**src/rtl/weights_addr_sequencer.sv**
```systemverilog
// Weights ROM address sequencer: one command yields NB_WEIGHTS addresses per pass, for nb_pass_i passes.
// Optional stall counter output enabled by defining WEIGHTS_ADDR_SEQ_STALL_CNT_EN.
module weights_addr_sequencer #(
    parameter int NB_WEIGHTS = 784,
    parameter int PASS_W     = 16,
    parameter int ADDR_W     = (NB_WEIGHTS > 1) ? $clog2(NB_WEIGHTS) : 1
) (
    input  logic              clk,
    input  logic              rst_n,
    input  logic              rts_i,
    output logic              rtr_o,
    input  logic [PASS_W-1:0] nb_pass_i,
    input  logic              rtr_i,
    output logic              rts_o,
    output logic              sow_o,
    output logic              eow_o,
    output logic [ADDR_W-1:0] address_o,
    output logic              busy_o,
`ifdef WEIGHTS_ADDR_SEQ_STALL_CNT_EN
    output logic [31:0]       stall_cnt_o,
`endif
    output logic              done_o
);

    localparam logic [ADDR_W-1:0] LAST   = ADDR_W'(NB_WEIGHTS - 1);
    localparam logic              SINGLE = (NB_WEIGHTS == 1);

    typedef enum logic [1:0] {S_IDLE, S_RUN, S_DONE} state_t;

    state_t              r_state;
    logic [ADDR_W-1:0]   r_addr;
    logic [PASS_W-1:0]   r_pass;
    logic [PASS_W-1:0]   r_pass_max;
    logic                r_rtr;
    logic                r_rts;
    logic                r_sow;
    logic                r_eow;
    logic                r_busy;
    logic                r_done;

    logic                w_accept;
    logic                w_xfer;
    logic [ADDR_W-1:0]   w_addr_inc;

    assign w_accept   = rts_i & r_rtr;
    assign w_xfer     = r_rts & rtr_i;
    assign w_addr_inc = r_addr + ADDR_W'(1);

    always_ff @(posedge clk or negedge rst_n) begin
        if (!rst_n) begin
            r_state    <= S_IDLE;
            r_addr     <= '0;
            r_pass     <= '0;
            r_pass_max <= '0;
            r_rtr      <= 1'b1;
            r_rts      <= 1'b0;
            r_sow      <= 1'b0;
            r_eow      <= 1'b0;
            r_busy     <= 1'b0;
            r_done     <= 1'b0;
        end else begin
            case (r_state)
                S_IDLE: begin
                    if (w_accept) begin
                        r_pass_max <= (nb_pass_i == '0) ? '0 : nb_pass_i - PASS_W'(1);
                        r_addr     <= '0;
                        r_pass     <= '0;
                        r_state    <= S_RUN;
                        r_rtr      <= 1'b0;
                        r_rts      <= 1'b1;
                        r_sow      <= 1'b1;
                        r_eow      <= SINGLE;
                        r_busy     <= 1'b1;
                    end
                end
                S_RUN: begin
                    // sow/eow are registered alongside the address they describe
                    if (w_xfer) begin
                        if (r_addr != LAST) begin
                            r_addr <= w_addr_inc;
                            r_sow  <= 1'b0;
                            r_eow  <= (w_addr_inc == LAST);
                        end else begin
                            r_addr <= '0;
                            if (r_pass == r_pass_max) begin
                                r_state <= S_DONE;
                                r_rts   <= 1'b0;
                                r_sow   <= 1'b0;
                                r_eow   <= 1'b0;
                                r_done  <= 1'b1;
                            end else begin
                                r_pass <= r_pass + PASS_W'(1);
                                r_sow  <= 1'b1;
                                r_eow  <= SINGLE;
                            end
                        end
                    end
                end
                S_DONE: begin
                    r_state <= S_IDLE;
                    r_done  <= 1'b0;
                    r_rtr   <= 1'b1;
                    r_busy  <= 1'b0;
                end
                default: begin
                    r_state <= S_IDLE;
                    r_rts   <= 1'b0;
                    r_rtr   <= 1'b1;
                    r_busy  <= 1'b0;
                    r_done  <= 1'b0;
                    r_sow   <= 1'b0;
                    r_eow   <= 1'b0;
                end
            endcase
        end
    end

`ifdef WEIGHTS_ADDR_SEQ_STALL_CNT_EN
    logic [31:0] r_stall_cnt;

    always_ff @(posedge clk or negedge rst_n) begin
        if (!rst_n) begin
            r_stall_cnt <= '0;
        end else if (w_accept) begin
            r_stall_cnt <= '0;
        end else if (r_rts && !rtr_i && (r_stall_cnt != '1)) begin
            r_stall_cnt <= r_stall_cnt + 32'd1;
        end
    end

    assign stall_cnt_o = r_stall_cnt;
`endif

    assign rtr_o     = r_rtr;
    assign rts_o     = r_rts;
    assign sow_o     = r_sow;
    assign eow_o     = r_eow;
    assign address_o = r_addr;
    assign busy_o    = r_busy;
    assign done_o    = r_done;

endmodule

```
**config.mk**
```make
export PLATFORM = sky130hd
export DESIGN_NAME = weights_addr_sequencer
export DESIGN_NICKNAME = d
export VERILOG_FILES = /design/src/rtl/weights_addr_sequencer.sv
export SDC_FILE = /design/constraint.sdc
export NUM_CORES = 1
export LEC_CHECK = 0
export CORE_AREA = 8 8 94 129
export CTS_BUF_LIST = sky130_fd_sc_hd__clkbuf_16
export DETAILED_ROUTE_END_ITERATION = 8
export DIE_AREA = 0 0 102 137
export SYNTH_ARGS = -nofsm -noshare
export SYNTH_HDL_FRONTEND = slang
export SYNTH_SLANG_ARGS = --single-unit
```
**constraint.sdc**
```tcl
create_clock -name clk -period 2.85 [get_ports clk]
set_clock_uncertainty 0.1 [all_clocks]
set_input_delay 0.57 -clock clk [delete_from_list [all_inputs] [get_ports clk]]
set_output_delay 0.57 -clock clk [all_outputs]
set_load 0.01 [all_outputs]
```
# ---- Yosys cells after proc, flatten, opt, wreduce, memory -nomap -nowiden
# Index checks and enable logic that the tools add are counted.
dict set report classes {
  addsub 3
  mul 0
  div 0
  n_lt_le_gt_ge 0
  n_eq_ne 10
  shift 0
  n_mux 34
  bitwise_logic 5
  n_reduce_logical 11
}
# cell n
set ops {}
lappend ops {{two-way mux 16 bit} 5}
lappend ops {{one-hot mux 16 bit (2 select lines)} 1}
lappend ops {{two-way mux 10 bit} 3}
lappend ops {{one-hot mux 10 bit (2 select lines)} 1}
lappend ops {{adder 16 x 1 -> 16 bit, second input constant} 1}
lappend ops {{equality test 16 bit} 1}
lappend ops {{logical NOT 16 bit} 1}
lappend ops {{subtractor 16 x 1 -> 16 bit, second input constant} 1}
lappend ops {{two-way mux 1 bit} 13}
lappend ops {{adder 10 x 1 -> 10 bit, second input constant} 1}
lappend ops {{equality test 10 bit, second input constant} 1}
lappend ops {{inequality test 10 bit, second input constant} 1}
lappend ops {{inequality test 2 bit, second input constant} 5}
lappend ops {{AND reduction 5 bit} 2}
lappend ops {{one-hot mux 1 bit (3 select lines)} 3}
lappend ops {{two-way mux 2 bit} 4}
lappend ops {{AND reduction 4 bit} 2}
lappend ops {{one-hot mux 1 bit (2 select lines)} 3}
lappend ops {{AND reduction 3 bit} 2}
lappend ops {{one-hot mux 2 bit (2 select lines)} 1}
lappend ops {{AND reduction 2 bit} 2}
lappend ops {{inverter 1 bit} 3}
lappend ops {{AND 1 bit} 2}
lappend ops {{equality test 2 x 1 -> 1 bit, second input constant} 1}
lappend ops {{3 further kinds} 3}
dict set report word_totals {
  reg_bits 50
  latch_bits 0
  ramBits 0
  rom_bits 0
  input_bits 20
  wordCells 73
  n_memories 0
}

# ---- Depth between registers and ports, before layout
dict set report depth {
  word_depth 5
  ltp_mapped 7
  depth_no_buf 6
}

# ---- Worst setup path after synthesis
# OpenSTA, ideal clock, no wires.
dict set report synth_path {
  kind {input port to flip-flop}
  start {in nb_pass_i[10]}
  end {reg r_pass_max[10]}
  arrival_ns 2.178
  required_ns 2.629
  path_slack_ns 0.451
  path_stages 5
  path_buffers 0
  cell_sequence {or4_4 or4_4 nor4_4 or2b_4 o21ai_2}
}
dict set report synth_between {
  elab_chain_cells 2
}
# item line
set synth_lines {}
lappend synth_lines {{start: declaration} 12} ;# input logic [PASS_W-1:0] nb_pass_i,
lappend synth_lines {{subtractor 16 x 1 -> 16 bit / logical NOT 16 bit (equally long branches)} 65} ;# r_pass_max <= (nb_pass_i == '0) ? '0 : nb_pass_i - PASS_W'(1);
lappend synth_lines {{two-way mux 16 bit (*)} 65}
lappend synth_lines {{end signal: assignment} 65}
lappend synth_lines {{end: declaration} 33} ;# logic [PASS_W-1:0] r_pass_max;
# Mark *: on every way between the ends. The rest lies on a longest branch, timed or not.
# A chain may end at the register's enable or synchronous reset.

# ---- Final worst setup path
dict set report layout_path {
  start {in nb_pass_i[11]}
  end {reg r_pass_max[7]}
}
dict set report layout_between {
  elab_chain_cells 2
}
# item line
set layout_lines {}
lappend layout_lines {{logical NOT 16 bit} 65}
lappend layout_lines {{two-way mux 16 bit} 65}
# Every way passes these cells.

==> run_results.csv <==
group,metric,value,unit
status,status,"finished clean",
finish,regArea,1250,um^2
worst_setup_path,setup.worst_path.end_class,"register",
finish,n_antenna_cell,0,
die,num_rows,44,
sta,setup_violations,0,
sta,slew_violations,0,
finish,multi_input_area,1670,um^2
yosys,yosys-top-cells-area,"dfrtp_1 (41%), xor2_1 (6.8%), nand2_1 (6.0%)",
global_route,grt_usage,9.91,%
placed_design,gp_congestion,0.805,
finish,area_delta_synth_final,24.6,%
yosys,async_reset_ff_share,100,%
worst_setup_path,r2r_start,"address_o[0]",
worst_setup_path,crit_arrival,2.52,ns
clock_tree,clock_path_buffers,2,
sta,tns,0,ns
yosys,synth_top_family_by_area,"simple AND/OR/NAND/NOR gates",
worst_setup_path,timing.rr.end,"address_o[3]",
finish,drive_above_1_share,11.4,%
worst_setup_path,reg2reg_depth,7,
drt,vias,2492,
clock_tree,cts_tree,"built",
clock_tree,cts_setup_buffers,0,
die,design.die.area,14000,um^2
finish,fin_util,36.3,%
yosys,synth_compound_area_share,14.2,%
die,num_io_pins,36,
clock_tree,post_cts_resized,0,
power_and_ir_drop,powerDensity,570,nW/um^2
yosys,synth_cells,319,
yosys,synth-main-ff-cell,"dfrtp_1",
sta,max_slew.worst_pin.slew,0.709,ns
drt,post_drt_wl_per_cell,13.0,um
die,die_w,102,um
global_route,grt_pass1_wl,11300,um
clock_tree,cts_buffers,5,
sta,rsz0062_at_grt,"no",
global_route,grt-ovfl-total,0,
yosys,netlist_area,2980,um^2
yosys,synth-edff-count,0,
flow_run,drv_cap,0,
yosys,synth.area.mux_share,3.73,%
global_route,grt_max_degree,33,
worst_setup_path,required,2.92,ns
clock_tree,clock-sinks,50,
power_and_ir_drop,ir_worst_vdd,0.224,mV
power_and_ir_drop,finalPower,2.12,mW
clock_tree,cts-root-buf,"clkbuf_16",
sta,finalHoldViolCount,0,
die,initial_core_util,29.1,%
drt,first_pass_iters,4,
clock_tree,htree_levels,2,
global_route,grt_pass1_vias,2458,
yosys,synthAdderAreaFrac,2.10,%
placed_design,hpwl,5080,um
clock_tree,cts_hold_buffers,0,
worst_setup_path,path_max_fanout,9,
die,die-height,137,um
yosys,synth.distinct_cells,50,
worst_setup_path,startpoint,"nb_pass_i[11]",
sta,fin_crit_sh,85.8,%
placed_design,portBuffers,35,
power_and_ir_drop,cellLeakagePower,1.66,nW
die,core_region_area,10200,um^2
finish,nFillCells,1083,
hold_path,hold_class,"in -> async",
drt,routed_via_density,4.92,
drt,wl,6580,um
yosys,ys_seq_area_share,42.0,%
clock_tree,cts.clk_slew.worst_paths,0.07,ns
yosys,synth_top_cell_by_area,"dfrtp_1",
yosys,synth_top_area_share,41.1,%
finish,num-nets-final,392,
yosys,synth_xor_area_share,9.40,%
yosys,synthSimpleGateAreaFrac,26.6,%
sta,clock.fmax,409,MHz
drt,ant_nets,0,
worst_setup_path,crit_path_start_kind,"input pin",
clock_tree,clkLatencyLatePin,0.29,ns
drt,drc,0,
yosys,synth_area_per_cell,9.35,um^2
worst_setup_path,crit_type,"in -> reg",
yosys,yosys_warnings,0,
sta,min_period,2.45,ns
yosys,ys_ff_latch,50,
global_route,antenna_found_initial,0,
yosys,syn_nets,344,
sta,slew-limit-headroom,52.7,%
worst_setup_path,reg2reg_slack,0.49,ns
drt,drt_iter0_drc,130,
## synthesized netlist by cell type (2+ instances only)
cell type  instances
and3_1            10
inv_1              7
a221o_1            3
a21oi_1            6
a31oi_1            4
or3_1              4
or4_4              3
a21o_1             3
o21ai_0           12
o21ai_2            9
nand4_1            8
nor2b_1            2
nand3b_1           2
ha_1               5
o31ai_1           11
xor2_1            23
nor3_1             9
nand3_1           14
clkbuf_1           8
and4_1             2
nand2b_1           3
nand2_1           48
o41ai_1            2
xnor2_1            9
nor2_1            18
nor4_1            10
mux2i_1           10
nor4b_1            2
and2_1             3
dfrtp_1           49
## cells in the final DEF (no fill, tap or decap), drive strengths merged, types with 11 or more instances in the layout
cell type	count
buf	16
clkdlybuf4s50	34
dfrtp	49
nand2	48
nand3	14
nor2	18
nor4	11
o21ai	21
o31ai	11
xor2	23
## where the power goes
part           total [mW]  switching (mW)  internal, mW
Combinational       0.559           0.281         0.278
Sequential          0.991           0.132         0.859
Clock               0.570           0.253         0.317
Total                2.12           0.666          1.45
## registers in the layout, summed over array words and instances (netlist names)
name        cells
sow_o           1
rtr_o           1
r_pass_max     16
rts_o           1
r_pass         16
address_o      10
done_o          1
busy_o          1
eow_o           1
r_state         2
## metal layers
metal / GRT usage (%) / part of all wire, % / up-vias
li1: - / - / 1252
met1: 11.7 / 44 / 1171
met2: 17.2 / 49 / 59
met3: 1.88 / 4.4 / 10
met4: 3.77 / 1.9 / 0
met5: 0 / 0 / -
## final cells by class
class | count | share of cell area, %
multi-input cells | 253 | 44.9
inverters | 7 | 0.707
clock buffers | 5 | 3.37
repair buffers | 50 | 12.3
clock inverters | 3 | 0.303
well taps | 138 | 4.65
flip-flops and latches | 50 | 33.7
## critical path: stages
cell,delay (ns)
clkdlybuf4s50_1,0.46
or4_4,0.54
or4_4,0.45
nor4_4,0.16
or2b_4,0.25
o21ai_2,0.08
## worst max path at each step
stage	to	slack [ns]	cells past startpoint
after floorplan	r_pass_max[10]	0.45	5
after global placement	r_pass_max[11]	0.10	7
after detailed placement	r_pass_max[7]	0.09	6
after CTS	r_pass_max[7]	0.39	6
after global routing	address_o[2]	0.17	7
final	r_pass_max[7]	0.40	6
## through the flow
| step | std cells | setup slack (ns) | hold WS, ns | cell area [um^2] |
|---|---|---|---|---|
| final | 506 | 0.405 | 0.232 | 3720 |
| after global routing | 506 | 0.175 | 0.289 | 3720 |
| after CTS | 506 | 0.388 | 0.263 | 3720 |
| after detailed placement | 498 | 0.0855 | 0.361 | 3580 |
| after global placement | 498 | 0.103 | 0.361 | 3580 |
| after floorplan | 319 | 0.451 | 0.174 | 2980 |
## cells by family after synthesis
kind of cell	after synthesis
muxes	11
buffers and inverters	16
DFF	50
AOI/OAI and AO/OA	59
and+or+nand+nor	146
xor gates and xnor gates	32
adders and majority gates	5
Note: power is estimated with default switching activity, not from simulation.
